$ cat src/rtl/cpu_types_pkg.sv
// Common CPU-wide types: machine word and the RAM handshake state.
package cpu_types_pkg;
    typedef logic [31:0] word_t;
    typedef enum logic [1:0] {
        FREE   = 2'b00,
        BUSY   = 2'b01,
        ACCESS = 2'b10,
        ERROR  = 2'b11
    } ramstate_t;
endpackage

$ cat src/rtl/mem_arb_pkg.sv
// Arbiter state encoding and default timing constants.
package mem_arb_pkg;
    localparam int TIMEOUT_DEFAULT = 64;
    localparam int CNT_W_DEFAULT   = 8;

    typedef enum logic [2:0] {
        IDLE,
        DATA,
        INSTR,
        FAULT,
        HALTED
    } arb_state_t;
endpackage

$ cat src/rtl/mem_wait_timer.sv
// Counts RAM wait cycles for the transaction in flight; expired flags the
// last permitted wait cycle so the arbiter can fault on it.
module mem_wait_timer
    import mem_arb_pkg::*;
#(
    parameter int TIMEOUT = TIMEOUT_DEFAULT,
    parameter int CNT_W   = CNT_W_DEFAULT
) (
    input  logic clk,
    input  logic rst_n,
    input  logic clear,
    input  logic enable,
    output logic expired
);
    localparam logic [CNT_W-1:0] LIMIT = CNT_W'(TIMEOUT - 1);

    logic [CNT_W-1:0] count;

    always_ff @(posedge clk or negedge rst_n) begin
        if (!rst_n) begin
            count <= '0;
        end else if (clear) begin
            count <= '0;
        end else if (enable && !expired) begin
            count <= count + 1'b1;
        end
    end

    assign expired = (count == LIMIT);
endmodule

$ cat src/rtl/mem_request_arbiter.sv
// Serialises instruction-fetch and data requests onto a single-ported RAM,
// returning one-cycle hit strobes; handles timeout fault and halt quiescing.
module mem_request_arbiter
    import cpu_types_pkg::*;
    import mem_arb_pkg::*;
#(
    parameter int TIMEOUT = TIMEOUT_DEFAULT,
    parameter int CNT_W   = CNT_W_DEFAULT
) (
    input  logic      CLK,
    input  logic      nRST,
    input  logic      iREN,
    input  word_t     iaddr,
    input  logic      dREN,
    input  logic      dWEN,
    input  word_t     daddr,
    input  word_t     dstore,
    input  logic      halt,
    output logic      ihit,
    output word_t     iload,
    output logic      dhit,
    output word_t     dload,
    output logic      ramREN,
    output logic      ramWEN,
    output word_t     ramaddr,
    output word_t     ramstore,
    input  word_t     ramload,
    input  ramstate_t ramstate,
    output logic      fault,
    output logic      halted
);
    arb_state_t state;
    word_t      addr_q;
    word_t      data_q;
    logic       wr_q;
    logic       busy;
    logic       waiting;
    logic       expired;

    assign busy    = (state == DATA) || (state == INSTR);
    assign waiting = busy && ((ramstate == FREE) || (ramstate == BUSY));

    // Counter is held clear in IDLE so every new transaction starts from zero.
    mem_wait_timer #(
        .TIMEOUT (TIMEOUT),
        .CNT_W   (CNT_W)
    ) u_wait_timer (
        .clk     (CLK),
        .rst_n   (nRST),
        .clear   (state == IDLE),
        .enable  (waiting),
        .expired (expired)
    );

    always_ff @(posedge CLK or negedge nRST) begin
        if (!nRST) begin
            state  <= IDLE;
            addr_q <= '0;
            data_q <= '0;
            wr_q   <= 1'b0;
            fault  <= 1'b0;
            halted <= 1'b0;
        end else begin
            case (state)
                IDLE: begin
                    if (halt) begin
                        state  <= HALTED;
                        halted <= 1'b1;
                    end else if (dREN || dWEN) begin
                        state  <= DATA;
                        addr_q <= daddr;
                        data_q <= dstore;
                        wr_q   <= dWEN;
                    end else if (iREN) begin
                        state  <= INSTR;
                        addr_q <= iaddr;
                        data_q <= '0;
                        wr_q   <= 1'b0;
                    end
                end
                DATA, INSTR: begin
                    // Hit always returns to IDLE, giving the requester a bubble
                    // to drop its level request before it can be re-sampled.
                    if (ramstate == ACCESS) begin
                        state <= IDLE;
                    end else if ((ramstate == ERROR) || expired) begin
                        state <= FAULT;
                        fault <= 1'b1;
                    end
                end
                FAULT, HALTED: state <= state;
                default: state <= IDLE;
            endcase
        end
    end

    always_comb begin
        ramREN   = busy;
        ramWEN   = busy && wr_q;
        ramaddr  = busy ? addr_q : '0;
        ramstore = (busy && wr_q) ? data_q : '0;
        ihit     = (state == INSTR) && (ramstate == ACCESS);
        dhit     = (state == DATA) && (ramstate == ACCESS);
        iload    = ihit ? ramload : '0;
        dload    = (dhit && !wr_q) ? ramload : '0;
    end
endmodule

$ cat config.mk
export PLATFORM = sky130hd
export DESIGN_NAME = mem_request_arbiter
export DESIGN_NICKNAME = d
export VERILOG_FILES = /design/src/rtl/cpu_types_pkg.sv /design/src/rtl/mem_arb_pkg.sv /design/src/rtl/mem_wait_timer.sv /design/src/rtl/mem_request_arbiter.sv
export SDC_FILE = /design/constraint.sdc
export NUM_CORES = 1
export LEC_CHECK = 0
export CORE_MARGIN = 1.5
export CORE_UTILIZATION = 37
export DETAILED_ROUTE_END_ITERATION = 10
export GPL_TIMING_DRIVEN = 1
export PLACE_DENSITY_LB_ADDON = 0.15
export SLEW_MARGIN = 20
export SYNTH_ARGS = -nofsm -noshare
export SYNTH_HDL_FRONTEND = slang
export SYNTH_SLANG_ARGS = --single-unit
$ cat constraint.sdc
create_clock -name CLK -period 2.3 [get_ports CLK]
set_input_delay 0.46 -clock CLK [delete_from_list [all_inputs] [get_ports CLK]]
set_output_delay 0.46 -clock CLK [all_outputs]
set_load 0.02 [all_outputs]
==> results of run 1 <==
==> per-layer routing <==
layer / track usage / vias to the layer above / part of all wire
li1: - / 2052 / -
met4: 0.1289 / 0 / 0.040
met1: 0.2403 / 1977 / 0.35
met2: 0.4472 / 200 / 0.53
met5: 0 / - / 0
met3: 0.05513 / 46 / 0.084
==> registers in the layout (all words and copies together) (netlist names) <==
signal              flops
u_wait_timer.count      8
addr_q                 32
data_q                 32
wr_q                    1
state                   3
fault                   1
halted                  1
==> layout by cell type, fill, tap and decap left out, types with 6 or more instances in the layout <==
cell	synthesis	layout
nand2_1	42	42
buf_6	1	7
clkbuf_16	0	9
dfrtp_1	78	77
and2_1	96	95
buf_2	13	19
clkdlybuf4s50_1	0	134
dlygate4sd2_1	0	36
nor2_1	7	6
buf_12	0	6
and3_1	34	33
buf_4	0	54
clkdlybuf4s15_2	0	35
o21ai_1	30	30
mux2i_1	38	38
a22o_1	32	32
==> worst paths after layout <==
kind / end / slack (ns) / depth (start not counted)
worst max register to register: addr_q[30]$_DFFE_PN0P_ / 0.10 / 6
worst max-delay path: iload[18] / 0.03 / 8
min in group CLK: halted$_DFFE_PN0P_ / 0.46 / 1
worst min register to register: halted$_DFFE_PN0P_ / 0.46 / 1
worst min-delay path: data_q[30]$_DFFE_PN0P_ / 0.08 / 1
max in group asynchronous: data_q[5]$_DFFE_PN0P_ / 1.61 / 2
==> cell type report <==
class,count,share of cell area
clock buffer,10,0.03064
clock inverter,6,0.01256
inverter,4,0.002009
multi-input combinational,319,0.2882
sequential,78,0.2614
tap,140,0.02344
timing repair buffer,298,0.3818
==> report_power, final <==
part / switching (W) / leakage (nW) / total [W] / internal, W
Clock: 0.000560 / 0.153 / 0.00152 / 0.000958
Sequential: 0.000286 / 0.986 / 0.00221 / 0.00192
Combinational: 0.000953 / 2.51 / 0.00192 / 0.000962
Total: 0.00180 / 3.65 / 0.00564 / 0.00384
==> what timing repair did <==
item / in CTS / in global routing
setup buffers: 2 / 0
setup endpoints to repair: 132 / 67
hold buffers: 0 / 0
resized for setup: 422 / 28
cloned: 5 / 0
pin swaps: 2 / 3
==> metrics by stage <==
step / utilization / area (µm²)
global route: 0.6803 / 7472
detailed placement: 0.6557 / 7202
global placement: 0.6557 / 7202
CTS: 0.6855 / 7528
floorplan: - / 4229
finish: 0.6803 / 7472
==> logic make-up (layout without fill, tap and decap cells) <==
group,Yosys count,after routing,share of synthesized area
AOI/OAI and AO/OA,73,73,0.1201
adders and majority gates,1,1,0.002958
xor gates and xnor gates,2,2,0.004143
buffers and inverters,39,318,0.04024
muxes,41,41,0.09881
DFF,78,78,0.4615
and+or+nand+nor,202,202,0.2722
==> run summary, run 1 <==
Layout filler cell count = 901
Iteration-0 DRC Markers = 192
Max_cap viols = 0
Die area = 12080 µm²
Area occupied by multi-input gates = 2153 µm²
Final Wtd Congestion = 0.8015
Hold Fails Final Rpt = 0
Post-synthesis net count = 573
CTS Buffer Depth = 2
Final worst path period need = 2.274 ns
Share of cells above drive strength 1 = 0.2154
Async set-reset flop share out of synthesis = 1.000
Yosys top cell area share = 0.4615
Antenna viol nets, final = 0
EDFF count, synth = 0
Clock root buffer = clkbuf_16
Crit path launch type = primary input
Overall power = 0.005644 W
CTS H-tree lvls = 3
PwrDens = 755.3 nW/µm²
Top-count cell post-synth = and2_1
Critical Path End Type = output pin
PnR worst setup slack = 0.02587 ns
RSZ-0062 raised after global routing = yes
DRT Pass-1 Iters = 4
Detailed Route WL = 14450 µm
Worst slew pin tran = 0.4979 ns
CP bufs+invs = 5
Worst-Skew Late Latency = 0.33 ns
Seq cells post-synth = 78
Worst Hold Class = in -> async
Yosys cell types = 37
Total grt overflow = 0
Cell Chain, Critical Path = dlygate4sd2_1, nor2b_4, buf_4, and4b_2, buf_4, buf_16, and2_1, buf_4
Synth top cells by count = 96 x and2_1, 78 x dfrtp_1, 42 x nand2_1, 38 x mux2i_1, 34 x and3_1
Status = complete, no violations
Largest net degree at the start of global routing = 49
Seq/Total Area, Yosys = 0.4615
TritonCTS clock tree = done
Initial antenna violation count = 0
Most area-hungry cell type in the Yosys netlist = dfrtp_1
Ant. Diodes = 0
FMAX = 439.7 MHz
Leak = 3.649 nW
Core Box Area = 10980 µm²
Most frequent CP cell = buf_4
Final #Nets = 847
Overall routing resource usage = 0.2378
Netlist area before placement = 4229 µm²
Setup Crit Path Kind = in -> out
FP Rows = 38
DIE WIDTH = 109.9 µm
Top Ports = 270
WHS = 0.08428 ns
Slew Limit Fails = 0
Inst Count DP = 832
Leading register cell type out of synthesis = dfrtp_1
Area Overhead vs Synth = 76.69%
Slowest-stage cell, CP = and4b_2
RR Startpoint = state[0]$_DFFE_PN0P_
PortBufs = 269
Synth area leaders = dfrtp_1 46%, and2_1 14%, mux2i_1 9.0%
First-pass GRT wire length = 21700 µm
Starting Density = 0.3851
Vias in the first global route = 4358
Clock sink count = 78
Storage element area = 1953 µm²
Dpl ws = -0.6258 ns
Crit Path Max Fanout = 8
# DRC = 0
Setup Skew = 0.01095 ns
Reg clk slew, reported paths = 0.06 ns
CP peak stage delay = 0.25 ns
Peak VDD IR = 398.2 µV
Delay-heaviest family, CP = buffers and inverters
Detailed-route via count = 4275
Synthesis Warnings = 0
Fin crit share = 0.9888
Drt wl/cell = 16.90 µm
Arr. time, crit path = 1.81 ns
Final setup vio count = 0
CP startpoint = ramstate[1]
Post-DP HPWL = 10580 µm
Num CTS Buffers = 9
Mean Syn Cell Area = 9.700 µm²
Fin cells = 855
Via density per instance = 5.000
Synth Instances = 436
Critical Path RT = 1.84 ns
Rel. slew slack = 0.6655
TNS Setup = 0 ns
Die Ht = 109.9 µm
Power figures use the tool's default switching activity.
==> run 2, diff against run 1 <==
--- a/config.mk
+++ b/config.mk
@@ -5,6 +5,7 @@
 export SDC_FILE = /design/constraint.sdc
 export NUM_CORES = 1
 export LEC_CHECK = 0
+export CORE_ASPECT_RATIO = 0.7
 export CORE_MARGIN = 1.5
 export CORE_UTILIZATION = 37
 export DETAILED_ROUTE_END_ITERATION = 10
==> run summary, run 2 (synthesis gave the netlist of run 1 again) <==
Status = complete, no violations
Most frequent cells in the layout = 134 x clkdlybuf4s50_1, 78 x dfrtp_1, 67 x and2_1
Ant. Diodes = 0
Initial antenna violation count = 0
CTS H-tree lvls = 3
Crit Path Max Fanout = 8
Hold Fails Final Rpt = 0
Final setup vio count = 0
Core Box Area = 11090 µm²
Detailed-route via count = 4203
First-pass GRT wire length = 21070 µm
Critical Path End Type = output pin
CTS Buffer Depth = 2
Placed instance area = 7203 µm²
Critical Path RT = 1.84 ns
Total grt overflow = 0
Worst slew pin tran = 0.4917 ns
Layout filler cell count = 914
Top Ports = 270
PwrDens = 752.2 nW/µm²
PnR worst setup slack = 0.04858 ns
Rel. slew slack = 0.6697
Inst Count DP = 843
Fin cells = 861
DIE WIDTH = 130.8 µm
Drt wl/cell = 15.97 µm
Clock sink count = 78
PortBufs = 269
Antenna viol nets, final = 0
Setup Skew = 0.005404 ns
# DRC = 0
Die Ht = 92.45 µm
Layout Utilization = 0.6604
Slowest-stage cell, CP = dfrtp_1
Arr. time, crit path = 1.79 ns
Most frequent CP cell = buf_6
Detailed Route WL = 13750 µm
Via density per instance = 4.882
Worst Hold Class = in -> async
Final Wtd Congestion = 0.7589
Top Registers = addr_q x32, data_q x32, u_wait_timer.count x8
Iteration-0 DRC Markers = 123
FP Rows = 32
Clock root buffer = clkbuf_16
Cell Chain, Critical Path = buf_6, nor2_1, and3_1, nor2b_4, buf_6, and2_4, buf_6
Hold buffer count at CTS = 0
Final worst path period need = 2.251 ns
Design Area, Final = 7325 µm²
Final #Nets = 842
Dpl ws = -0.7688 ns
CP peak stage delay = 0.42 ns
Slew Limit Fails = 0
TritonCTS clock tree = done
Peak VDD IR = 400.9 µV
RSZ-0062 raised after global routing = yes
Fin crit share = 0.9789
Overall routing resource usage = 0.2244
Crit path launch type = flip-flop
Leak = 3.705 nW
Max_cap viols = 0
Num CTS Buffers = 9
Reg clk slew, reported paths = 0.06 ns
Starting Density = 0.3813
Largest net degree at the start of global routing = 55
Area Overhead vs Synth = 73.20%
Commonest non-fill, non-tap cell in the layout = clkdlybuf4s50_1
Setup Crit Path Kind = reg -> out
Die area = 12090 µm²
Post-DP HPWL = 10130 µm
Vias in the first global route = 4166
FMAX = 444.2 MHz
Worst-Skew Late Latency = 0.33 ns
DRT Pass-1 Iters = 5
Share of cells above drive strength 1 = 0.2458
## run 2: cell types whose count changed in the layout (fill, tap and decap cells not counted), sizes merged
cell,previous run,this run
buf,89,120
clkinv,3,2
dlymetal6s2s,1,0
dlygate4sd2,36,35
bufinv,2,1
clkbuf,12,11
inv,4,3
clkdlybuf4s15,36,3
clkinvlp,1,2
## run 2: repair_timing
action / 4_1_cts / 5_1_grt
endpoints found under the setup margin: 132 / 104
pin swaps: 1 / 15
setup buffers: 1 / 0
gates cloned: 3 / 0
resized for setup: 393 / 145
## run 2: area by class of cell
cell class / count / area (µm²) / share of cell area
inverter: 4 / 15.01 / 0.002050
sequential: 78 / 1952 / 0.2665
clock buffer: 10 / 229.0 / 0.03126
multi-input combinational: 319 / 2226 / 0.3039
clock inverter: 4 / 50.05 / 0.006833
timing repair buffer: 293 / 2661 / 0.3633
tap: 153 / 191.4 / 0.02614
## run 2: metal layers
| layer | vias to the layer above | wire length, µm | GRT usage | share of wire |
|---|---|---|---|---|
| met3 | 21 | 977 | 0.06644 | 0.071 |
| li1 | 2043 | - | - | - |
| met5 | - | 0 | 0 | 0 |
| met1 | 1974 | 5382 | 0.2509 | 0.39 |
| met2 | 165 | 7128 | 0.4114 | 0.52 |
| met4 | 0 | 258 | 0.06410 | 0.019 |
## run 2: report_power, final
part,total (W),internal (W),switching (W)
clock network,0.00135,0.000826,0.000523
logic,0.00195,0.000976,0.000978
registers,0.00221,0.00192,0.000282
## run 2: worst max-delay path: cells and delay by family, from the launching register on
family        cells  cell delay (ns)
buf+inv           3             0.41
flops             1             0.42
simple gates      4             0.63
## run 2: metrics by stage
stage | power (W) | hold WS (ns) | setup TNS (ns)
after floorplan | 0.003291 | 0.1644 | 0
after global placement | 0.004081 | 0.4442 | -38.33
after detailed placement | 0.004173 | 0.4439 | -45.50
after CTS | 0.005565 | 0.08963 | -0.09002
after global routing | 0.005849 | 0.1014 | -0.8560
final | 0.005509 | 0.06711 | 0
## run 2: final timing paths
kind	startpoint	to	slack [ns]	cells after the start
min in group CLK	halted$_DFFE_PN0P_	halted$_DFFE_PN0P_	0.46	1
worst min register to register	halted$_DFFE_PN0P_	halted$_DFFE_PN0P_	0.46	1
worst max-delay path	state[1]$_DFFE_PN0P_	dload[27]	0.05	7
max in group asynchronous	nRST	u_wait_timer.count[4]$_DFFE_PN0P_	1.62	2
worst max register to register	state[1]$_DFFE_PN0P_	data_q[29]$_DFFE_PN0P_	0.18	6
worst min-delay path	nRST	data_q[18]$_DFFE_PN0P_	0.07	1
